`src/rtl/pool_pkg.sv`:
```
// Shared types and constants for the 2x2 max-pool window feeder.
package pool_pkg;

    localparam int POOL_DATA_W = 32;

    typedef enum logic [1:0] {
        IDLE = 2'd0,
        FILL = 2'd1,
        EMIT = 2'd2,
        DONE = 2'd3
    } feeder_state_t;

    // Beat order inside one window: top row left/right, then bottom row left/right.
    localparam logic [1:0] BEAT_R0C0 = 2'd0;
    localparam logic [1:0] BEAT_R0C1 = 2'd1;
    localparam logic [1:0] BEAT_R1C0 = 2'd2;
    localparam logic [1:0] BEAT_R1C1 = 2'd3;

endpackage

```
`src/rtl/pool_line_buffer.sv`:
```
// Two-row line buffer: one write port, one combinational read port, both addressed by {row, col}.
module pool_line_buffer #(
    parameter int DATA_W = 32,
    parameter int MAP_W  = 8,
    parameter int COL_W  = $clog2(MAP_W)
) (
    input  logic              clk,
    input  logic              i_wrEn,
    input  logic              i_wrRow,
    input  logic [COL_W-1:0]  i_wrCol,
    input  logic [DATA_W-1:0] i_wrData,
    input  logic              i_rdRow,
    input  logic [COL_W-1:0]  i_rdCol,
    output logic [DATA_W-1:0] o_rdData
);

    // Row stride is a power of two so {row, col} is a plain concatenation.
    logic [DATA_W-1:0] r_mem [2**(COL_W+1)];

    always_ff @(posedge clk) begin
        if (i_wrEn) begin
            r_mem[{i_wrRow, i_wrCol}] <= i_wrData;
        end
    end

    assign o_rdData = r_mem[{i_rdRow, i_rdCol}];

endmodule

```
`src/rtl/pool_window_feeder.sv`:
```
// Buffers two raster rows and emits 2x2 pooling windows as four beats with a first-of-window flag.
// Optional build macro POOL_FEEDER_RELU_EN clamps negative pixels to zero as they are buffered.
module pool_window_feeder
    import pool_pkg::*;
#(
    parameter int DATA_W = POOL_DATA_W,
    parameter int MAP_W  = 8,
    parameter int MAP_H  = 8
) (
    input  logic              clk,
    input  logic              reset,
    input  logic              start,
    input  logic [DATA_W-1:0] in_data,
    input  logic              in_valid,
    output logic              in_ready,
    output logic [DATA_W-1:0] out_data,
    output logic              out_valid,
    input  logic              out_ready,
    output logic              out_first,
    output logic              busy,
    output logic              done
);

    localparam int COL_W = $clog2(MAP_W);
    localparam int CIW   = $clog2(2 * MAP_W);
    localparam int RPW   = $clog2(MAP_H / 2 + 1);

    localparam logic [CIW-1:0] LAST_FILL    = CIW'(2 * MAP_W - 1);
    localparam logic [CIW-1:0] LAST_PAIR    = CIW'(MAP_W - 2);
    localparam logic [RPW-1:0] LAST_ROWPAIR = RPW'(MAP_H / 2 - 1);

    feeder_state_t     r_state;
    logic [CIW-1:0]    r_colIdx;
    logic [1:0]        r_beat;
    logic [RPW-1:0]    r_rowPair;
    logic              r_inReady;
    logic              r_outValid;
    logic              r_outFirst;
    logic [DATA_W-1:0] r_outData;
    logic              r_busy;
    logic              r_done;

    logic              w_inAccept;
    logic              w_outAccept;
    logic              w_wrRow;
    logic [COL_W-1:0]  w_wrCol;
    logic [DATA_W-1:0] w_wrData;
    logic [1:0]        w_ldBeat;
    logic [CIW-1:0]    w_ldCol;
    logic              w_rdRow;
    logic [COL_W-1:0]  w_rdCol;
    logic [DATA_W-1:0] w_rdData;

    assign w_inAccept  = r_inReady & in_valid;
    assign w_outAccept = r_outValid & out_ready;

    // During FILL the column index is the raster position inside the row pair.
    assign w_wrRow = (r_colIdx >= CIW'(MAP_W));
    assign w_wrCol = COL_W'(w_wrRow ? (r_colIdx - CIW'(MAP_W)) : r_colIdx);

`ifdef POOL_FEEDER_RELU_EN
    assign w_wrData = in_data[DATA_W-1] ? '0 : in_data;
`else
    assign w_wrData = in_data;
`endif

    // Address of the beat to load into the output register at the next accepting edge.
    assign w_ldBeat = (r_state == EMIT) ? r_beat + 2'd1 : BEAT_R0C0;
    assign w_ldCol  = (r_state != EMIT)        ? '0 :
                      (r_beat == BEAT_R1C1)    ? r_colIdx + CIW'(2) : r_colIdx;
    assign w_rdRow  = w_ldBeat[1];
    assign w_rdCol  = COL_W'(w_ldCol + CIW'(w_ldBeat[0]));

    pool_line_buffer #(
        .DATA_W (DATA_W),
        .MAP_W  (MAP_W),
        .COL_W  (COL_W)
    ) u_lineBuffer (
        .clk      (clk),
        .i_wrEn   (w_inAccept),
        .i_wrRow  (w_wrRow),
        .i_wrCol  (w_wrCol),
        .i_wrData (w_wrData),
        .i_rdRow  (w_rdRow),
        .i_rdCol  (w_rdCol),
        .o_rdData (w_rdData)
    );

    always_ff @(posedge clk or posedge reset) begin
        if (reset) begin
            r_state    <= IDLE;
            r_colIdx   <= '0;
            r_beat     <= BEAT_R0C0;
            r_rowPair  <= '0;
            r_inReady  <= 1'b0;
            r_outValid <= 1'b0;
            r_outFirst <= 1'b0;
            r_outData  <= '0;
            r_busy     <= 1'b0;
            r_done     <= 1'b0;
        end else begin
            case (r_state)
                IDLE: begin
                    if (start) begin
                        r_state   <= FILL;
                        r_inReady <= 1'b1;
                        r_busy    <= 1'b1;
                        r_colIdx  <= '0;
                        r_beat    <= BEAT_R0C0;
                        r_rowPair <= '0;
                    end
                end
                FILL: begin
                    if (w_inAccept) begin
                        if (r_colIdx == LAST_FILL) begin
                            r_state    <= EMIT;
                            r_inReady  <= 1'b0;
                            r_outValid <= 1'b1;
                            r_outFirst <= 1'b1;
                            r_outData  <= w_rdData;
                            r_colIdx   <= '0;
                            r_beat     <= BEAT_R0C0;
                        end else begin
                            r_colIdx <= r_colIdx + CIW'(1);
                        end
                    end
                end
                EMIT: begin
                    if (w_outAccept) begin
                        if (r_beat == BEAT_R1C1 && r_colIdx == LAST_PAIR) begin
                            r_outValid <= 1'b0;
                            r_outFirst <= 1'b0;
                            r_colIdx   <= '0;
                            r_beat     <= BEAT_R0C0;
                            r_rowPair  <= r_rowPair + RPW'(1);
                            if (r_rowPair == LAST_ROWPAIR) begin
                                r_state <= DONE;
                                r_done  <= 1'b1;
                            end else begin
                                r_state   <= FILL;
                                r_inReady <= 1'b1;
                            end
                        end else begin
                            r_outData  <= w_rdData;
                            r_outFirst <= (w_ldBeat == BEAT_R0C0);
                            r_beat     <= w_ldBeat;
                            r_colIdx   <= w_ldCol;
                        end
                    end
                end
                DONE: begin
                    r_state <= IDLE;
                    r_done  <= 1'b0;
                    r_busy  <= 1'b0;
                end
                default: begin
                    r_state <= IDLE;
                end
            endcase
        end
    end

    assign in_ready  = r_inReady;
    assign out_valid = r_outValid;
    assign out_first = r_outFirst;
    assign out_data  = r_outData;
    assign busy      = r_busy;
    assign done      = r_done;

endmodule

```
`config.mk`:
```
export PLATFORM = sky130hd
export DESIGN_NAME = pool_window_feeder
export DESIGN_NICKNAME = d
export VERILOG_FILES = /design/src/rtl/pool_pkg.sv /design/src/rtl/pool_line_buffer.sv /design/src/rtl/pool_window_feeder.sv
export SDC_FILE = /design/constraint.sdc
export NUM_CORES = 1
export LEC_CHECK = 0
export ABC_AREA = 1
export CAP_MARGIN = 20
export CELL_PAD_IN_SITES_DETAIL_PLACEMENT = 0
export CELL_PAD_IN_SITES_GLOBAL_PLACEMENT = 2
export CORE_AREA = 5 5 239 241
export CTS_BUF_LIST = sky130_fd_sc_hd__clkbuf_8
export DETAILED_ROUTE_END_ITERATION = 7
export DIE_AREA = 0 0 244 246
export HOLD_SLACK_MARGIN = 0.03
export PLACE_DENSITY = 0.87
export SYNTH_ARGS = -nofsm -noshare
export SYNTH_HDL_FRONTEND = slang
export SYNTH_HIERARCHICAL = 1
export SYNTH_SLANG_ARGS = --single-unit
```
`constraint.sdc`:
```
create_clock -name clk -period 6.6 [get_ports clk]
set_input_delay 0.66 -clock clk [delete_from_list [all_inputs] [get_ports clk]]
set_output_delay 0.66 -clock clk [all_outputs]
set_load 0.01 [all_outputs]
```
==> results of run 1 <==
[cells in the mapped netlist, drive strengths merged]
master,n
o21ai,46
o22ai,3
a21oi,4
inv,452
nor2,29
nand2,772
dfrtp,48
nand4,1
edfxtp,512
xnor2,1
xor2,1
o21bai,1
dlygate4sd1,1
buf,104
nand3b,2
ha,16
clkbuf,9
nand3,398
nor3,2
[power groups by stage]
stage | combinational (uW) | sequential (uW) | clock, uW
after floorplan | 1850 | 4260 | 0
after global placement | 2450 | 4250 | 0
after detailed placement | 2480 | 4250 | 0
after CTS | 2490 | 4180 | 2990
after global routing | 2770 | 4200 | 3150
final | 2450 | 4180 | 2900
[through the flow]
| stage | power [uW] | instance area (um2) | hold WS [ns] | setup slack (ns) | utilization |
|---|---|---|---|---|---|
| detailed placement | 6730 | 26000 | 0.469 | 2.58 | 0.475 |
| CTS | 9660 | 27700 | 0.484 | 2.59 | 0.507 |
| global route | 10100 | 27800 | 0.511 | 2.24 | 0.508 |
| global placement | 6700 | 26000 | 0.465 | 2.65 | 0.475 |
| floorplan | 6110 | 24800 | 0.453 | 3.86 | - |
| finish | 9540 | 27800 | 0.479 | 2.63 | 0.508 |
[registers in the layout (all words and copies together) (netlist names)]
register	flops
out_data	32
in_ready	1
r_state	2
out_valid	1
u_lineBuffer/r_mem	512
r_rowPair	3
r_beat	2
done	1
busy	1
out_first	1
r_colIdx	4
[routing by layer]
metal,global-route usage,vias to the layer above
li1,-,7896
met1,0.274,7885
met2,0.347,452
met3,0.0327,124
met4,0.0752,0
met5,0,-
[cell families after synthesis]
| logic type | Yosys count | synth area share |
|---|---|---|
| DFF | 560 | 0.669 |
| adders and majority gates | 16 | 0.00808 |
| AOI/OAI and AO/OA | 54 | 0.0160 |
| xor gates and xnor gates | 2 | 0.000707 |
| and+or+nand+nor | 1204 | 0.205 |
| buffers and inverters | 566 | 0.101 |
[area by class of cell]
type	instances	area share
multi-input cells	1276	0.210
well taps	704	0.0317
clock inverters	70	0.0135
flip-flops and latches	560	0.597
inverters	452	0.0614
repair buffers	104	0.0360
diodes	1	0.0000901
clock buffers	101	0.0501
[worst paths after layout]
kind | from | to | slack (ns) | cells after the start
worst min-delay path | out_data[26] | out_data[26] | 0.48 | 2
worst max-delay path | r_state[0] | out_data[29] | 2.63 | 14
min in group asynchronous | reset | out_data[27] | 0.58 | 3
worst min register to register | out_data[26] | out_data[26] | 0.48 | 2
max in group asynchronous | reset | out_data[29] | 5.43 | 3
worst max register to register | r_state[0] | out_data[29] | 2.63 | 14
[critical path, cell delays in order (launching register included)]
cell and delay [ns]:
dfrtp_1 0.41, inv_1 0.15, ha_1 0.39, nand2_1 0.13, inv_1 0.12, ha_4 0.64
buf_4 0.65, buf_4 0.66, nand2_1 0.12, nand3_1 0.11, nand3_1 0.08, nand3_1 0.12
nand2_1 0.07, inv_1 0.06, o21ai_2 0.05
==> flow_summary.json, run 1 <==
{
  "grt_max_degree": 199,
  "cts_root_buf": "clkbuf_8",
  "drtPass1Iterations": 5,
  "status": "finished, final reports clean",
  "track_usage": 0.206,
  "gp_congestion": 0.784,
  "holdBufCountCts": 0,
  "hold_viol_final": 0,
  "finalCriticalPeriod_ns": 3.97,
  "comb_power_share": 0.257,
  "dp_hpwl_mm": 30.0,
  "peakVddDrop_v": 0.000206,
  "synth_top_area_share": 0.621,
  "die_h_um": 246,
  "port_buffers": 73,
  "cts_max_level": 3,
  "yosys_warnings": 6,
  "overflow": 0,
  "finalMaxSlewViolations": 0,
  "grt_pass1_vias": 16072,
  "synth.distinct_cells": 31,
  "via_count": 16357,
  "synth-seq-area-share": 0.669,
  "grt_pass1_wl_mm": 94.6,
  "syn_inst": 2402,
  "worstPathArrival_ns": 4.49,
  "yosysTopAreaCell": "edfxtp_1",
  "worstPathRequired_ns": 7.12,
  "layout_commonest_cell": "nand2_1",
  "drv_cap": 0,
  "path_clk_slew_ns": 0.06,
  "clkPwrFrac": 0.305,
  "layout-drive-gt1-share": 0.0827,
  "vias_per_cell": 5.01,
  "dp.cells": 3094,
  "drt_iter0_markers": 1134,
  "met2_length_mm": 29.7,
  "cp-start-kind": "register",
  "drc": 0,
  "wl_per_cell_um": 18.9,
  "power_density_nw_per_um2": 343,
  "die-width_um": 244,
  "met3WireLength_mm": 3.46,
  "ys_top_cells_by_area": "edfxtp_1 62%, nand2_1 12%, nand3_1 8.0%",
  "cts_resized": 0,
  "swShare": 0.328,
  "clock_latency_ns": 0.68,
  "area_delta_synth_final_pct": 12.1,
  "p_leak_uw": 0.0120,
  "maxSlewHeadroom": 0.283,
  "worst_slew_pin_slew_ns": 1.08,
  "wl_mm": 61.9,
  "routed.top_layer": "met4",
  "antenna_found_initial": 2,
  "max_freq_mhz": 252,
  "cts_setup_buffers": 0,
  "hp-class": "reg -> reg",
  "final_cells": 3268,
  "numCtsBuffers": 93,
  "seqPwrFrac": 0.438,
  "drt-met1-wl_mm": 27.0,
  "final-setup-viol-count": 0,
  "boundaryPins": 74,
  "clockBufferDepth": 3,
  "cts_tree": "done",
  "syn_area_um2": 24800,
  "fillerInstances": 4925,
  "antenna_left": 0,
  "seq_area_um2": 16600,
  "avgSynthCellArea_um2": 10.3,
  "syn_nets": 2455,
  "final_cell_mix": "770 x nand2_1, 512 x edfxtp_1, 470 x inv_1",
  "die-area_um2": 60000,
  "finalClockSkew_ns": 0.0237,
  "start_util": 0.453,
  "crit_path_max_fanout": 61,
  "intPower_uw": 6410,
  "fin_nets": 2540,
  "multi_input_area_um2": 5840,
  "cts_sinks": 560,
  "rows": 86,
  "min_period_over_period": 0.602,
  "critPathKind": "reg -> reg",
  "worstSetupEndpointType": "register",
  "rsz0062_at_grt": "no",
  "switching_power_uw": 3130,
  "floorplan.core_area_um2": 54700,
  "tns_ns": 0,
  "synth-seq-cells": 560
}
Power figures use the tool's default switching activity.
==> run 2: changes to the inputs <==
Settings changed: CORE_AREA 5 5 239 241 to 5 5 249 251, DIE_AREA 0 0 244 246 to 0 0 254 256, PLACE_DENSITY 0.87 to 0.81.
Clock period 6.6 ns to 3.8 ns, I/O delays scaled along.
==> run 2 against run 1 <==
Non-clock buffer count grew 15. Maximum frequency grew 33%. Critical path depth unchanged. Worst setup slack worse by 1.8 ns. Die area grew 8.3%. Sequential cell count unchanged. First-iteration DRC count down 5.7%. Hold slack lost 0.38 ns. Cell count grew 3.1%. Sequential share of layout area fell by 1.0 points.
==> flow_summary.json, run 2 (synthesized netlist as in run 1, its figures left out) <==
{
  "regMostFlops": "u_lineBuffer/r_mem",
  "fillerInstances": 5558,
  "final_cells": 3370,
  "layout-drive-gt1-share": 0.0881,
  "worstPathArrival_ns": 3.51,
  "rsz0062_at_grt": "no",
  "cts_root_buf": "clkbuf_8",
  "cp-start-kind": "register",
  "layout_commonest_cell": "nand2_1",
  "min_period_over_period": 0.785,
  "wl_mm": 64.6,
  "dp.cells": 3189,
  "rows": 90,
  "worstSetupEndpointType": "register",
  "final-setup-viol-count": 0,
  "startpoint": "r_state[0]",
  "finalMaxSlewViolations": 0,
  "worst_slew_pin_slew_ns": 0.782,
  "grt_pass1_wl_mm": 97.4,
  "gp_congestion": 0.740,
  "clockBufferDepth": 3,
  "grt_pass1_vias": 16116,
  "status": "finished, final reports clean",
  "die-area_um2": 65000,
  "drtPass1Iterations": 5,
  "die_h_um": 256,
  "boundaryPins": 74,
  "floorplan.core_area_um2": 59700,
  "path_clk_slew_ns": 0.06,
  "wl_per_cell_um": 19.2,
  "swShare": 0.329,
  "antenna_found_initial": 2,
  "track_usage": 0.196,
  "seq_area_um2": 16600,
  "finalCriticalPeriod_ns": 2.98,
  "fin_nets": 2559,
  "hp-class": "in -> async",
  "finalClockSkew_ns": 0.0217,
  "cts_setup_buffers": 0,
  "dp_hpwl_mm": 33.2,
  "comb_power_share": 0.262,
  "area_delta_synth_final_pct": 14.1,
  "seqPwrFrac": 0.434,
  "cts_max_level": 3,
  "worstPathRequired_ns": 4.33,
  "cts_tree": "done",
  "switching_power_uw": 5510,
  "total_power_uw": 16800,
  "clock_latency_ns": 0.67,
  "grt_max_degree": 129,
  "clkPwrFrac": 0.304,
  "multi_input_area_um2": 5840,
  "via_count": 16482,
  "power_density_nw_per_um2": 593,
  "place_area_um2": 26400,
  "max_freq_mhz": 335,
  "critPathKind": "reg -> reg",
  "start_util": 0.415,
  "largest_reg_flops": 512,
  "drv_cap": 0,
  "antenna_left": 0,
  "overflow": 0,
  "maxSlewHeadroom": 0.478,
  "intPower_uw": 11300,
  "cts_sinks": 560,
  "tns_ns": 0,
  "cts_resized": 0,
  "numCtsBuffers": 97,
  "die-width_um": 254,
  "crit_path_max_fanout": 24,
  "drc": 0,
  "final_cell_mix": "770 x nand2_1, 512 x edfxtp_1, 482 x inv_1",
  "holdBufCountCts": 0,
  "port_buffers": 73,
  "peakVddDrop_v": 0.000285,
  "p_leak_uw": 0.0122,
  "hold_viol_final": 0,
  "fin_area_um2": 28300,
  "vias_per_cell": 4.89,
  "drt_iter0_markers": 1069,
  "r2r_start": "r_state[0]"
}
==> run 2: cell types whose count changed in the layout (fill, tap and decap cells not counted), sizes merged <==
cell,previous run,this run
clkinv,41,33
inv,478,489
buf,31,46
bufinv,3,2
clkinvlp,0,2
clkbuf,101,106
==> run 2: routing by layer <==
metal  global-route usage  vias up  wire [um]
met3               0.0363       89       3260
li1                     -     7940          -
met1                0.270     8074      28900
met4               0.0492        2       1180
met2                0.323      377      31200
met5                    0        -         20
==> run 2: metrics by stage <==
step | worst slack, ns | util | hold slack [ns]
6_report | 0.815 | 0.473 | 0.0955
5_1_grt | 0.585 | 0.473 | 0.0845
4_1_cts | 0.812 | 0.473 | 0.0716
3_5_place_dp | 0.817 | 0.443 | 0.476
3_3_place_gp | 0.941 | 0.443 | 0.469
2_1_floorplan | 1.11 | - | 0.453
==> run 2: power by group through the flow <==
| stage | Clock [uW] | Sequential [uW] | Combinational, uW |
|---|---|---|---|
| floorplan | 0 | 7410 | 3210 |
| detailed placement | 0 | 7410 | 4440 |
| CTS | 5260 | 7290 | 4450 |
| finish | 5100 | 7280 | 4390 |
| global placement | 0 | 7400 | 4400 |
| global route | 5550 | 7310 | 4930 |
==> run 2: worst max-delay path, stage by stage (launching register included) <==
cell and delay (ns):
dfrtp_1 0.41, inv_1 0.16, ha_1 0.42, nand2_1 0.09, inv_1 0.15, ha_4 0.17
ha_4 0.14, xnor2_2 0.10, inv_2 0.28, buf_4 0.45, nand3_1 0.16, nand3_1 0.11
nand2_1 0.07, inv_1 0.08, o21ai_2 0.06
==> run 2: cell type report <==
cell class / instances / share of cell area
Clock buffer: 106 / 0.0516
Tap cell: 782 / 0.0346
Inverter: 452 / 0.0603
Clock inverter: 74 / 0.0124
Multi-Input combinational cell: 1276 / 0.207
Antenna cell: 1 / 0.0000886
Sequential cell: 560 / 0.587
Timing Repair Buffer: 119 / 0.0478
==> run 2: final timing paths <==
path	to	cells after the start	slack, ns
hold / removal	out_data[23]	2	0.1
min in group clk	out_data[25]	2	0.48
setup reg to reg	out_data[9]	14	0.82
setup / recovery	out_data[9]	14	0.82
hold reg to reg	out_data[25]	2	0.48
max in group asynchronous	r_colIdx[0]	4	2.82
